[config.mk]
export PLATFORM = sky130hd
export DESIGN_NAME = uwire_slave_flat
export DESIGN_NICKNAME = d
export VERILOG_FILES = /design/src/rtl/uwire_slave_pkg.sv /design/src/rtl/uwire_slave_if.sv /design/src/rtl/uwire_slave_sync_edge.sv /design/src/rtl/uwire_slave.sv /design/src/flat_wrapper.sv
export SDC_FILE = /design/constraint.sdc
export NUM_CORES = 1
export LEC_CHECK = 0
export ABC_AREA = 1
export CORE_MARGIN = 1
export CORE_UTILIZATION = 51
export DETAILED_ROUTE_END_ITERATION = 16
export GPL_TIMING_DRIVEN = 1
export PLACE_DENSITY = 0.84
export SYNTH_ARGS = -nofsm -noshare
export SYNTH_HDL_FRONTEND = slang
export SYNTH_SLANG_ARGS = --single-unit
[constraint.sdc]
create_clock -name clk -period 1.7 [get_ports clk]
set_input_delay 0.34 -clock clk [delete_from_list [all_inputs] [get_ports clk]]
set_output_delay 0.34 -clock clk [all_outputs]
set_load 0.1 [all_outputs]
[src/rtl/uwire_slave_pkg.sv]
`default_nettype none
// ============================================================================
// Module      : uwire_pkg
// Description : Shared types and constants for the MICROWIRE (uWire) link
//               that configures the LMK04816 clock cleaner. Imported by the
//               uWire slave, its interface, the LMK master and the loader.
// Contents    : UWIRE_WORD_BITS / UWIRE_ADDR_BITS / UWIRE_NUM_REGS,
//               receive FSM state enum, bit-counter width and saturation
//               value, address extraction helper.
// Revision    : 1.0 - initial release
// ============================================================================
package uwire_pkg;

  localparam int UWIRE_WORD_BITS = 32;
  localparam int UWIRE_ADDR_BITS = 5;
  localparam int UWIRE_NUM_REGS  = 32;

  // Bit counter is wide enough to count one past a full word, so any
  // over-length frame parks at 33 and can never alias back to 32.
  localparam int                        UWIRE_CNT_BITS = 6;
  localparam logic [UWIRE_CNT_BITS-1:0] UWIRE_CNT_FULL = 6'd32;
  localparam logic [UWIRE_CNT_BITS-1:0] UWIRE_CNT_SAT  = 6'd33;

  typedef logic [UWIRE_WORD_BITS-1:0] uwire_word_t;
  typedef logic [UWIRE_ADDR_BITS-1:0] uwire_addr_t;

  typedef enum logic [1:0] {
    IDLE  = 2'd0,
    SHIFT = 2'd1,
    LATCH = 2'd2
  } uwire_rx_state_t;

  // LMK register address lives in the five LSBs of every word.
  function automatic uwire_addr_t uwire_addr_of(input uwire_word_t w);
    return w[UWIRE_ADDR_BITS-1:0];
  endfunction

endpackage
`default_nettype wire

[src/rtl/uwire_slave_if.sv]
`default_nettype none
// ============================================================================
// Module      : uwire_slave_if
// Description : Bundle of the uWire pins, the decoded-frame outputs and the
//               shadow read port of the uWire slave.
// Modports    : master - drives uwire_clk/uwire_data/uwire_le and rd_addr,
//                        observes word_q, addr_q, word_valid, frame_err,
//                        frame_count, rd_data
//               slave  - the opposite directions
// Parameters  : FRAME_CNT_BITS - width of frame_count
// Revision    : 1.0 - initial release
// ============================================================================
interface uwire_slave_if
  import uwire_pkg::*;
#(
  parameter int FRAME_CNT_BITS = 16
) ();

  logic                      uwire_clk;
  logic                      uwire_data;
  logic                      uwire_le;
  uwire_word_t               word_q;
  uwire_addr_t               addr_q;
  logic                      word_valid;
  logic                      frame_err;
  logic [FRAME_CNT_BITS-1:0] frame_count;
  uwire_addr_t               rd_addr;
  uwire_word_t               rd_data;

  modport master (
    output uwire_clk, uwire_data, uwire_le, rd_addr,
    input  word_q, addr_q, word_valid, frame_err, frame_count, rd_data
  );

  modport slave (
    input  uwire_clk, uwire_data, uwire_le, rd_addr,
    output word_q, addr_q, word_valid, frame_err, frame_count, rd_data
  );

endinterface
`default_nettype wire

[src/rtl/uwire_slave_sync_edge.sv]
`default_nettype none
// ============================================================================
// Module      : uwire_sync_edge
// Description : Multi-flop synchronizer for one asynchronous uWire pin,
//               followed by a delay flop. Level, rise and fall are decoded
//               from the last synchronizer flop and the delay flop.
// Ports       : clk      in  sampling clock
//               rst      in  asynchronous active-low reset
//               async_i  in  asynchronous pin
//               level_o  out synchronized level
//               rise_o   out one-cycle pulse on a 0->1 transition
//               fall_o   out one-cycle pulse on a 1->0 transition
// Parameters  : SYNC_STAGES - synchronizer depth (>= 2)
//               RESET_VAL   - value loaded into every flop during reset
// Revision    : 1.0 - initial release
// ============================================================================
module uwire_sync_edge #(
  parameter int   SYNC_STAGES = 3,
  parameter logic RESET_VAL   = 1'b0
) (
  input  logic clk,
  input  logic rst,
  input  logic async_i,
  output logic level_o,
  output logic rise_o,
  output logic fall_o
);

  logic [SYNC_STAGES-1:0] sync_q;
  logic                   delay_q;
  // Marks which flops already hold a post-reset sample. Edges are qualified
  // only once the delay flop does, so a pin that differs from RESET_VAL at
  // reset release settles silently instead of looking like a real edge.
  logic [SYNC_STAGES:0]   primed_q;

  always_ff @(posedge clk or negedge rst) begin
    if (!rst) begin
      sync_q   <= {SYNC_STAGES{RESET_VAL}};
      delay_q  <= RESET_VAL;
      primed_q <= '0;
    end else begin
      sync_q   <= {sync_q[SYNC_STAGES-2:0], async_i};
      delay_q  <= sync_q[SYNC_STAGES-1];
      primed_q <= {primed_q[SYNC_STAGES-1:0], 1'b1};
    end
  end

  assign level_o = sync_q[SYNC_STAGES-1];
  assign rise_o  = primed_q[SYNC_STAGES] &  sync_q[SYNC_STAGES-1] & ~delay_q;
  assign fall_o  = primed_q[SYNC_STAGES] & ~sync_q[SYNC_STAGES-1] &  delay_q;

endmodule
`default_nettype wire

[src/rtl/uwire_slave.sv]
`default_nettype none
// ============================================================================
// Module      : uwire_slave
// Description : MICROWIRE receiver for the LMK04816 configuration bus.
//               Oversamples CLK/DATA/LE, shifts 32-bit MSB-first frames and
//               on each LE rise either accepts the frame (exactly 32 bits)
//               or flags a framing error. Accepted words optionally update
//               a 32-entry shadow register file.
// Ports       : clk  in  sampling clock (>= 4x uWire clock)
//               rst  in  asynchronous active-low reset
//               bus  slave modport of uwire_slave_if:
//                    uwire_clk/uwire_data/uwire_le in  uWire pins
//                    word_q      out last accepted 32-bit frame
//                    addr_q      out word_q[4:0]
//                    word_valid  out pulse when word_q/addr_q update
//                    frame_err   out pulse on LE rise with count != 32
//                    frame_count out accepted-frame count (wraps)
//                    rd_addr     in  shadow read address
//                    rd_data     out shadow contents, 1-cycle latency
// Parameters  : SYNC_STAGES    - synchronizer depth per pin (>= 2)
//               FRAME_CNT_BITS - frame_count width (match the interface)
// Macros      : UWIRE_SLAVE_SHADOW_EN - build the shadow register file and
//               its read port; otherwise rd_data is tied to 0.
// Revision    : 1.0 - initial release
// ============================================================================
module uwire_slave
  import uwire_pkg::*;
#(
  parameter int SYNC_STAGES    = 3,
  parameter int FRAME_CNT_BITS = 16
) (
  input  logic          clk,
  input  logic          rst,
  uwire_slave_if.slave  bus
);

  // --------------------------------------------------------------------------
  // Pin synchronizers. LE idles high, so its chain resets high.
  // --------------------------------------------------------------------------
  logic clk_level, clk_rise, clk_fall;
  logic data_level, data_rise, data_fall;
  logic le_level, le_rise, le_fall;

  uwire_sync_edge #(.SYNC_STAGES(SYNC_STAGES), .RESET_VAL(1'b0)) u_sync_clk (
    .clk     (clk),
    .rst     (rst),
    .async_i (bus.uwire_clk),
    .level_o (clk_level),
    .rise_o  (clk_rise),
    .fall_o  (clk_fall)
  );

  uwire_sync_edge #(.SYNC_STAGES(SYNC_STAGES), .RESET_VAL(1'b0)) u_sync_data (
    .clk     (clk),
    .rst     (rst),
    .async_i (bus.uwire_data),
    .level_o (data_level),
    .rise_o  (data_rise),
    .fall_o  (data_fall)
  );

  uwire_sync_edge #(.SYNC_STAGES(SYNC_STAGES), .RESET_VAL(1'b1)) u_sync_le (
    .clk     (clk),
    .rst     (rst),
    .async_i (bus.uwire_le),
    .level_o (le_level),
    .rise_o  (le_rise),
    .fall_o  (le_fall)
  );

  // --------------------------------------------------------------------------
  // Receive state
  // --------------------------------------------------------------------------
  uwire_rx_state_t           state_q;
  uwire_word_t               shreg_q, shreg_d;
  logic [UWIRE_CNT_BITS-1:0] bit_cnt_q, bit_cnt_d;
  uwire_word_t               out_word_q;
  uwire_addr_t               out_addr_q;
  logic                      word_valid_q;
  logic                      frame_err_q;
  logic [FRAME_CNT_BITS-1:0] frame_count_q, frame_count_d;
  logic                      frame_ok;

  always_comb begin
    shreg_d       = {shreg_q[UWIRE_WORD_BITS-2:0], data_level};
    bit_cnt_d     = (bit_cnt_q == UWIRE_CNT_SAT) ? bit_cnt_q
                                                 : bit_cnt_q + 6'd1;
    frame_count_d = frame_count_q + {{(FRAME_CNT_BITS-1){1'b0}}, 1'b1};
    frame_ok      = (bit_cnt_q == UWIRE_CNT_FULL);
  end

  // In SHIFT the shift is applied before the LE-rise transition is taken, so
  // a CLK rise coincident with the LE rise still contributes its bit: LATCH
  // then evaluates the already-updated bit_cnt_q.
  always_ff @(posedge clk or negedge rst) begin
    if (!rst) begin
      state_q       <= IDLE;
      shreg_q       <= '0;
      bit_cnt_q     <= '0;
      out_word_q    <= '0;
      out_addr_q    <= '0;
      word_valid_q  <= 1'b0;
      frame_err_q   <= 1'b0;
      frame_count_q <= '0;
    end else begin
      word_valid_q <= 1'b0;
      frame_err_q  <= 1'b0;
      unique case (state_q)
        IDLE: begin
          if (le_fall) begin
            state_q   <= SHIFT;
            shreg_q   <= '0;
            bit_cnt_q <= '0;
          end
        end
        SHIFT: begin
          if (clk_rise) begin
            shreg_q   <= shreg_d;
            bit_cnt_q <= bit_cnt_d;
          end
          if (le_rise) begin
            state_q <= LATCH;
          end
        end
        LATCH: begin
          state_q <= IDLE;
          if (frame_ok) begin
            out_word_q    <= shreg_q;
            out_addr_q    <= uwire_addr_of(shreg_q);
            word_valid_q  <= 1'b1;
            frame_count_q <= frame_count_d;
          end else begin
            frame_err_q <= 1'b1;
          end
        end
        default: state_q <= IDLE;
      endcase
    end
  end

  assign bus.word_q      = out_word_q;
  assign bus.addr_q      = out_addr_q;
  assign bus.word_valid  = word_valid_q;
  assign bus.frame_err   = frame_err_q;
  assign bus.frame_count = frame_count_q;

  // --------------------------------------------------------------------------
  // Shadow register file
  // --------------------------------------------------------------------------
`ifdef UWIRE_SLAVE_SHADOW_EN
  uwire_word_t shadow_q [UWIRE_NUM_REGS];
  uwire_word_t rd_data_q;
  logic        shadow_we;

  assign shadow_we = (state_q == LATCH) && frame_ok;

  // Read samples the array before this edge's write lands, so a same-cycle
  // read of the written entry returns the previous contents.
  always_ff @(posedge clk or negedge rst) begin
    if (!rst) begin
      for (int i = 0; i < UWIRE_NUM_REGS; i++) begin
        shadow_q[i] <= '0;
      end
      rd_data_q <= '0;
    end else begin
      rd_data_q <= shadow_q[bus.rd_addr];
      if (shadow_we) begin
        shadow_q[uwire_addr_of(shreg_q)] <= shreg_q;
      end
    end
  end

  assign bus.rd_data = rd_data_q;

  logic unused_sig;
  assign unused_sig = ^{clk_level, clk_fall, data_rise, data_fall, le_level};
`else
  assign bus.rd_data = '0;

  logic unused_sig;
  assign unused_sig = ^{clk_level, clk_fall, data_rise, data_fall, le_level,
                        bus.rd_addr};
`endif

endmodule
`default_nettype wire

[src/flat_wrapper.sv]
// flat-port wrapper written by rule: the top's interface ports become plain ports
module uwire_slave_flat import uwire_pkg::*;
#(
  parameter int SYNC_STAGES    = 3,
  parameter int FRAME_CNT_BITS = 16
)
  (clk, rst, bus_uwire_clk, bus_uwire_data, bus_uwire_le, bus_rd_addr, bus_word_q, bus_addr_q, bus_word_valid, bus_frame_err, bus_frame_count, bus_rd_data);
  uwire_slave_if #(.FRAME_CNT_BITS(FRAME_CNT_BITS)) bus_i ();
  input  logic clk;
  input  logic rst;
  input wire logic [$bits(bus_i.uwire_clk)-1:0] bus_uwire_clk;
  input wire logic [$bits(bus_i.uwire_data)-1:0] bus_uwire_data;
  input wire logic [$bits(bus_i.uwire_le)-1:0] bus_uwire_le;
  input wire logic [$bits(bus_i.rd_addr)-1:0] bus_rd_addr;
  output wire logic [$bits(bus_i.word_q)-1:0] bus_word_q;
  output wire logic [$bits(bus_i.addr_q)-1:0] bus_addr_q;
  output wire logic [$bits(bus_i.word_valid)-1:0] bus_word_valid;
  output wire logic [$bits(bus_i.frame_err)-1:0] bus_frame_err;
  output wire logic [$bits(bus_i.frame_count)-1:0] bus_frame_count;
  output wire logic [$bits(bus_i.rd_data)-1:0] bus_rd_data;
  assign bus_i.uwire_clk = bus_uwire_clk;
  assign bus_i.uwire_data = bus_uwire_data;
  assign bus_i.uwire_le = bus_uwire_le;
  assign bus_i.rd_addr = bus_rd_addr;
  assign bus_word_q = bus_i.word_q;
  assign bus_addr_q = bus_i.addr_q;
  assign bus_word_valid = bus_i.word_valid;
  assign bus_frame_err = bus_i.frame_err;
  assign bus_frame_count = bus_i.frame_count;
  assign bus_rd_data = bus_i.rd_data;
  uwire_slave #(.SYNC_STAGES(SYNC_STAGES), .FRAME_CNT_BITS(FRAME_CNT_BITS)) u_core (.clk(clk), .rst(rst), .bus(bus_i));
endmodule
==> results of run 1 <==
## Yosys cell counts
library cell	n	share of area, %
sky130_fd_sc_hd__nor2_2	1	0.13
sky130_fd_sc_hd__ha_1	4	1.1
sky130_fd_sc_hd__nand2_1	238	19
sky130_fd_sc_hd__nand4_2	1	0.27
sky130_fd_sc_hd__nand3_1	16	1.7
sky130_fd_sc_hd__clkbuf_2	2	0.21
sky130_fd_sc_hd__nor3_4	1	0.35
sky130_fd_sc_hd__nor4_1	1	0.13
sky130_fd_sc_hd__xnor2_1	1	0.19
sky130_fd_sc_hd__inv_2	2	0.16
sky130_fd_sc_hd__nor3b_1	1	0.16
sky130_fd_sc_hd__clkinv_1	1	0.080
sky130_fd_sc_hd__nor2_1	29	2.3
sky130_fd_sc_hd__dfrtp_1	101	54
sky130_fd_sc_hd__nand4_1	6	0.80
sky130_fd_sc_hd__nand3_2	1	0.21
sky130_fd_sc_hd__nand2_2	2	0.27
sky130_fd_sc_hd__clkbuf_1	1	0.080
sky130_fd_sc_hd__buf_4	39	6.2
sky130_fd_sc_hd__o21ai_1	1	0.11
sky130_fd_sc_hd__nor3_1	2	0.21
sky130_fd_sc_hd__dfstp_2	4	2.2
sky130_fd_sc_hd__buf_6	4	0.96
sky130_fd_sc_hd__conb_1	2	0.16
sky130_fd_sc_hd__xor2_1	4	0.75
sky130_fd_sc_hd__buf_2	10	1.1
sky130_fd_sc_hd__o22ai_1	1	0.13
sky130_fd_sc_hd__inv_1	29	2.3
sky130_fd_sc_hd__nand3b_1	2	0.32
sky130_fd_sc_hd__o21ai_0	41	4.4
## power by group through the flow
stage	clock (mW)	combinational [mW]	sequential, mW
CTS	1.69	0.786	2.60
floorplan	0	0.678	2.64
global route	1.78	0.859	2.61
detailed placement	0	0.782	2.65
global placement	0	0.760	2.64
finish	1.65	0.795	2.60
## stage by stage
| step | std cells | power [mW] | setup WS, ns | hold slack (ns) | utilization [%] |
|---|---|---|---|---|---|
| finish | 717 | 5.04 | 0.147 | 0.359 | 68.9 |
| global route | 717 | 5.24 | 0.00235 | 0.371 | 68.9 |
| global placement | 699 | 3.40 | 0.169 | 0.230 | 66.0 |
| floorplan | 579 | 3.32 | 0.0176 | 0.0444 | - |
| detailed placement | 699 | 3.43 | 0.0891 | 0.233 | 66.0 |
| CTS | 716 | 5.07 | 0.0578 | 0.360 | 68.6 |
## cells by family (layout without fill, tap and decap cells)
logic type | Yosys count | count (layout) | synth area share (%)
AO/OA/AOI/OAI | 43 | 43 | 4.62
flip-flops | 105 | 105 | 56.2
AND/OR/NAND/NOR | 301 | 301 | 25.9
XOR/XNOR | 5 | 5 | 0.934
other | 2 | 33 | 0.160
buffers and inverters | 88 | 118 | 11.1
adder cells (fa/ha/maj) | 4 | 4 | 1.07
## timing repair
| action | in CTS | in global routing |
|---|---|---|
| endpoints found under the hold margin | 16 | 0 |
| hold buffers | 1 | 0 |
| setup buffers | 0 | 1 |
| setup endpoints to repair | 0 | 15 |
| gates resized for setup | 0 | 7 |
## final timing paths
path                                               endpoint  cells after the start
worst max-delay path              u_core.bus.frame_count[8]                      8
worst min-delay path            u_core.u_sync_clk.sync_q[1]                      0
worst max register to register    u_core.bus.frame_count[8]                      8
worst min register to register  u_core.u_sync_clk.sync_q[1]                      0
max in group asynchronous               u_core.bit_cnt_q[0]                      3
min in group asynchronous        u_core.bus.frame_count[15]                      2
## flip-flops by register name, indices dropped and copies added, names as in the netlist, 2 cells and up
signal,flops
u_core.u_sync_le.sync_q,3
u_core.bus.word_q,32
u_core.u_sync_clk.primed_q,4
u_core.u_sync_clk.sync_q,3
u_core.bus.frame_count,16
u_core.state_q,2
u_core.u_sync_data.sync_q,3
u_core.shreg_q,32
u_core.bit_cnt_q,6
## routing by layer
metal | vias to the layer above | track usage, % | routed length, µm
met2 | 144 | 35.0 | 4670
li1 | 1735 | - | -
met5 | - | 0 | 0
met4 | 0 | 8.04 | 182
met3 | 19 | 3.22 | 533
met1 | 1692 | 24.9 | 3700
## area by class of cell
class,instances,area share (%)
Inverter,32,1.98
Tap cell,108,2.23
Timing Repair Buffer,70,21.1
Clock inverter,6,1.30
Multi-Input combinational cell,386,27.4
Clock buffer,10,2.27
Sequential cell,105,43.7
==> reports/qor.yml, run 1 <==
outcome:
  run_status: "finished, violations left"
  failed_checks: "design-rule violations"
power_and_ir_drop:
  switching_share_pct: 31.5
  power.share.sequential_pct: 51.6
  power_density_nw_per_um2: 831
  switching_power_mw: 1.59
  power_frac_comb_pct: 15.8
  intPower_mw: 3.45
  power.ir.vdd_worst_mv: 0.482
  power.share.clock_pct: 32.6
  p_leak_nw: 2.90
clock_tree:
  clkSlewWorstSetupHoldPaths_ns: 0.10
  clock_sink_total: 105
  clock_tree.root_cell: "sky130_fd_sc_hd__clkbuf_8"
  cts_tree: "built"
  cts_inserted_buffers: 9
  cts_buffer_depth: 2
  h-tree-depth: 3
  clk_latency_ns: 0.37
yosys:
  sequential_fraction_of_the_synthesis_area_pct: 56.2
  synth.ff_latch_count: 105
  syn_area_per_cell_um2: 8.56
  synthesis.area_um2: 4690
  yosys_warnings: 0
  yosysUniqueCellTypes: 30
  number_of_cells_produced_by_synthesis: 548
critical_path:
  cp.arrival_ns: 1.81
  crit_chain: "inv_1, ha_1, nand3_2, nor2_2, nand2_1, buf_6, o21ai_0, nand2_1"
  setup.worst_path.class: "flop to flop"
  worst_path_max_fanout: 25
  timing.critical_path.from_type: "flop"
  most_frequent_cell_on_the_critical_path: "sky130_fd_sc_hd__nand2_1"
  crit_slowest_cell: "sky130_fd_sc_hd__dfrtp_2"
  worstPathRequired_ns: 1.96
  critical-path-top-delay-family: "flip-flops"
  r2r-start: "u_core.bit_cnt_q[0]"
  worst-r2r-setup-slack_ns: 0.15
  startpoint: "u_core.bit_cnt_q[0]"
  cp.buffers_inverters: 2
  worst_path_largest_cell_delay_ns: 0.45
  endpoint_kind: "flop"
routing:
  drt_pre_antenna_iters: 11
  detail-route-antenna-nets: 0
  detail_route.drc_violations: 10
  avgViaCountPerCell: 5.01
  initialDrtViolationCount: 212
  drt-total-wl_um: 9090
  via_count: 3590
  avg_wl_per_cell_um: 12.7
min_path:
  timing.hold.worst.class: "flop to flop"
  worstHoldStart: "u_core.u_sync_clk.sync_q[0]"
floorplan:
  floorplan.core_area_um2: 8810
  fp.dieH_um: 97.9
  die_w_um: 97.9
  dieArea_um2: 9580
  std_cell_rows: 34
  io_pins: 97
  initial_standard_cell_utilization_of_the_core_pct: 53.2
cells_and_area:
  drive_gt1_share_pct: 18.1
  final-seq-area_um2: 2650
  diodes: 0
  filler_cell_count: 657
  syn_to_final_growth_pct: 29.3
  layout.cells.most_common_list: "237 x sky130_fd_sc_hd__nand2_1, 90 x sky130_fd_sc_hd__dfrtp_1, 59 x sky130_fd_sc_hd__buf_12, 40 x sky130_fd_sc_hd__o21ai_0, 33 x sky130_fd_sc_hd__conb_1"
  num-nets-final: 618
  layout.cells.most_common: "sky130_fd_sc_hd__nand2_1"
  final_instance_area_um2: 6060
  multi_input_area_um2: 1660
sta:
  grt_setup_unrepaired: "no"
  max_freq_mhz: 644
  setup_viol_count_final: 0
  report.final.slew_viol_count: 0
  share_of_the_clock_period_used_by_the_worst_path_pct: 91.3
  final.setup.tns_ns: 0
  finalClockSkew_ns: 0.0113
  finalWorstPathRequiredPeriod_ns: 1.55
  hold_viol_final: 0
grt:
  grt_antenna_before_repair: 0
  grt.overflow.total: 0
  maximum_number_of_pins_on_one_net_before_global_route_repair: 60
  grtUsageTotal_pct: 20.1
  first_global_vias: 3551
  grt_first_pass_wirelength_um: 15700
placement:
  placement.cell_area_um2: 5810
  place_hpwl_um: 6460
  buffers_added_on_ports: 59
  global_placer_s_final_weighted_congestion: 0.835
flow_run:
  maxCapViolCount: 0
Power figures use the tool's default switching activity.
==> run 2: changes to the inputs <==
CORE_UTILIZATION = 55   (was 51)
GPL_ROUTABILITY_DRIVEN = 0   (was not set)
PLACE_DENSITY = 0.89   (was 0.84)
clock period = 1.9 ns   (was 1.7 ns; I/O delays follow)
==> run 2 against run 1 <==
The flow now finishes without violations. Global-route usage is 2.1 points higher. Non-clock buffer count is 3 lower. Count of clock-buffer cells in the layout did not move. Cell area down 6.4%. Maximum frequency decreased by 5.4%. Cell count fell by 0.84%. Core utilization rose by 0.25 points. Via count fell by 0.22%. Combinational power is 12% lower. Critical path type unchanged. Largest cell class unchanged.
==> reports/qor.yml, run 2 (synthesized netlist as in run 1, its figures left out) <==
clock_tree:
  cts_tree: "built"
  cts_setup_buffers: 0  # unchanged
  h-tree-depth: 3  # unchanged
  clock_sink_total: 105  # unchanged
  cts_inserted_buffers: 9  # unchanged
  cts_buffer_depth: 2  # unchanged
  clk_latency_ns: 0.37  # about the same
  clkSlewWorstSetupHoldPaths_ns: 0.10  # about the same
  clock_tree.root_cell: "sky130_fd_sc_hd__clkbuf_8"
sta:
  grt_setup_unrepaired: "no"
  setup_viol_count_final: 0  # unchanged
  hold_ws_ns: 0.356  # -0.00248 ns
  final.setup.tns_ns: 0  # unchanged
  finalWorstPathRequiredPeriod_ns: 1.64  # +0.0892 ns
  max_freq_mhz: 609  # -5.4%
  share_of_the_clock_period_used_by_the_worst_path_pct: 86.4  # -4.9 points
  postLayoutSetupSlackWorst_ns: 0.258  # +0.111 ns
  report.final.slew_viol_count: 0  # unchanged
  hold_viol_final: 0  # unchanged
  finalClockSkew_ns: 0.0105  # -0.000790 ns
critical_path:
  worst_path_largest_cell_delay_ns: 0.44  # about the same
  r2r-start: "u_core.bit_cnt_q[0]"
  endpoint_kind: "flop"
  most_frequent_cell_on_the_critical_path: "sky130_fd_sc_hd__nand2_1"
  startpoint: "u_core.bit_cnt_q[0]"
  worstPathRequired_ns: 2.16  # +0.20 ns
  setup.worst_path.class: "flop to flop"
  timing.critical_path.from_type: "flop"
  worst_path_max_fanout: 47  # +88%
  cp.arrival_ns: 1.90  # +0.09 ns
  crit_chain: "inv_1, ha_1, nand3_2, nor2_1, nand2_1, buf_12, o21ai_0, nand2_1"
  crit_slowest_cell: "sky130_fd_sc_hd__dfrtp_1"
routing:
  initialDrtViolationCount: 201  # -5.2%
  avg_wl_per_cell_um: 12.4  # -2.4%
  drt-total-wl_um: 8790  # -3.2%
  drt_pre_antenna_iters: 4  # -7
  avgViaCountPerCell: 5.04  # +0.62%
  via_count: 3582  # -0.22%
  detail_route.drc_violations: 0  # -10
  detail-route-antenna-nets: 0  # unchanged
cells_and_area:
  final_core_util_pct: 69.1  # +0.25 points
  layoutNonFillerInstCount: 711  # -0.84%
  final-seq-area_um2: 2640  # -0.61%
  final_instance_area_um2: 5680  # -6.4%
  diodes: 0  # unchanged
  multi_input_area_um2: 1650  # -0.60%
  layout.cells.most_common: "sky130_fd_sc_hd__nand2_1"
  syn_to_final_growth_pct: 21.1
  num-nets-final: 615  # -0.49%
  filler_cell_count: 603  # -8.2%
  layout.cells.most_common_list: "237 x sky130_fd_sc_hd__nand2_1, 99 x sky130_fd_sc_hd__dfrtp_1, 41 x sky130_fd_sc_hd__o21ai_0, 35 x sky130_fd_sc_hd__buf_12, 33 x sky130_fd_sc_hd__conb_1"
  drive_gt1_share_pct: 15.5  # -2.6 points
placement:
  placed_cells: 694  # -0.72%
  buffers_added_on_ports: 59  # unchanged
  preCtsSetupSlack_ns: 0.282  # +0.193 ns
  placement.cell_area_um2: 5480  # -5.7%
  place_hpwl_um: 6210  # -3.9%
grt:
  grt_antenna_before_repair: 0  # unchanged
  first_global_vias: 3418  # -3.7%
  grtUsageTotal_pct: 22.1  # +2.1 points
  grt_first_pass_wirelength_um: 15200  # -3.2%
  maximum_number_of_pins_on_one_net_before_global_route_repair: 57  # -5.0%
  grt.overflow.total: 0  # unchanged
flow_run:
  maxCapViolCount: 0  # unchanged
floorplan:
  floorplan.core_area_um2: 8220  # -6.7%
  fp.dieH_um: 94.3  # -3.6%
  initial_standard_cell_utilization_of_the_core_pct: 57.1  # +3.8 points
  die_w_um: 94.3  # -3.6%
  std_cell_rows: 33  # -2.9%
  io_pins: 97  # unchanged
  dieArea_um2: 8900  # -7.1%
power_and_ir_drop:
  overall_power_of_the_completed_layout_mw: 4.33  # -14%
  p_leak_nw: 2.83  # -2.7%
  power.ir.vdd_worst_mv: 0.586  # +22%
  power_density_nw_per_um2: 762  # -8.3%
min_path:
  timing.hold.worst.class: "flop to flop"
  worstHoldStart: "u_core.u_sync_clk.primed_q[2]"
outcome:
  run_status: "complete, no violations"
-- run 2: path summary, 6_finish.rpt --
kind / slack, ns / cells past startpoint / end
worst min-delay path: 0.36 / 0 / u_core.u_sync_clk.primed_q[3]
worst max-delay path: 0.26 / 8 / u_core.bus.frame_count[6]
worst max register to register: 0.26 / 8 / u_core.bus.frame_count[6]
max in group asynchronous: 0.84 / 3 / u_core.u_sync_le.delay_q
min in group asynchronous: 0.46 / 2 / u_core.bus.word_q[0]
worst min register to register: 0.36 / 0 / u_core.u_sync_clk.primed_q[3]
-- run 2: power breakdown --
group          total (mW)  switching [mW]  leakage, nW  internal (mW)
Sequential           2.32          0.0351         1.42           2.29
Combinational       0.699           0.585         1.31          0.114
Clock                1.30           0.776       0.0948          0.529
Total                4.33            1.40         2.83           2.93
-- run 2: timing repair --
item | 4_1_cts | 5_1_grt
endpoints found under the hold margin | 25 | 0
resized for setup | 0 | 0
hold buffers | 1 | 0
-- run 2: per-layer routing --
layer / GRT usage (%) / share of wire [%] / vias up
met4: 6.92 / 1.5 / 0
met5: 0 / 0 / -
met1: 28.2 / 43 / 1725
met2: 36.8 / 51 / 115
li1: - / - / 1731
met3: 6.07 / 5.3 / 11
-- run 2: critical path: cells and delay by family (launching register included) --
kind            cells  cell delay [ns]
compound gates      1             0.19
fa+ha+maj           1             0.18
buf+inv             2             0.29
flops               1             0.44
simple gates        4             0.43
-- run 2: final cells by class --
class | count | area share, %
clock buffer | 10 | 2.42
clock inverter | 6 | 0.881
inverter | 32 | 2.12
multi-input combinational | 386 | 29.1
sequential | 105 | 46.4
tap | 105 | 2.31
timing repair buffer | 67 | 16.7
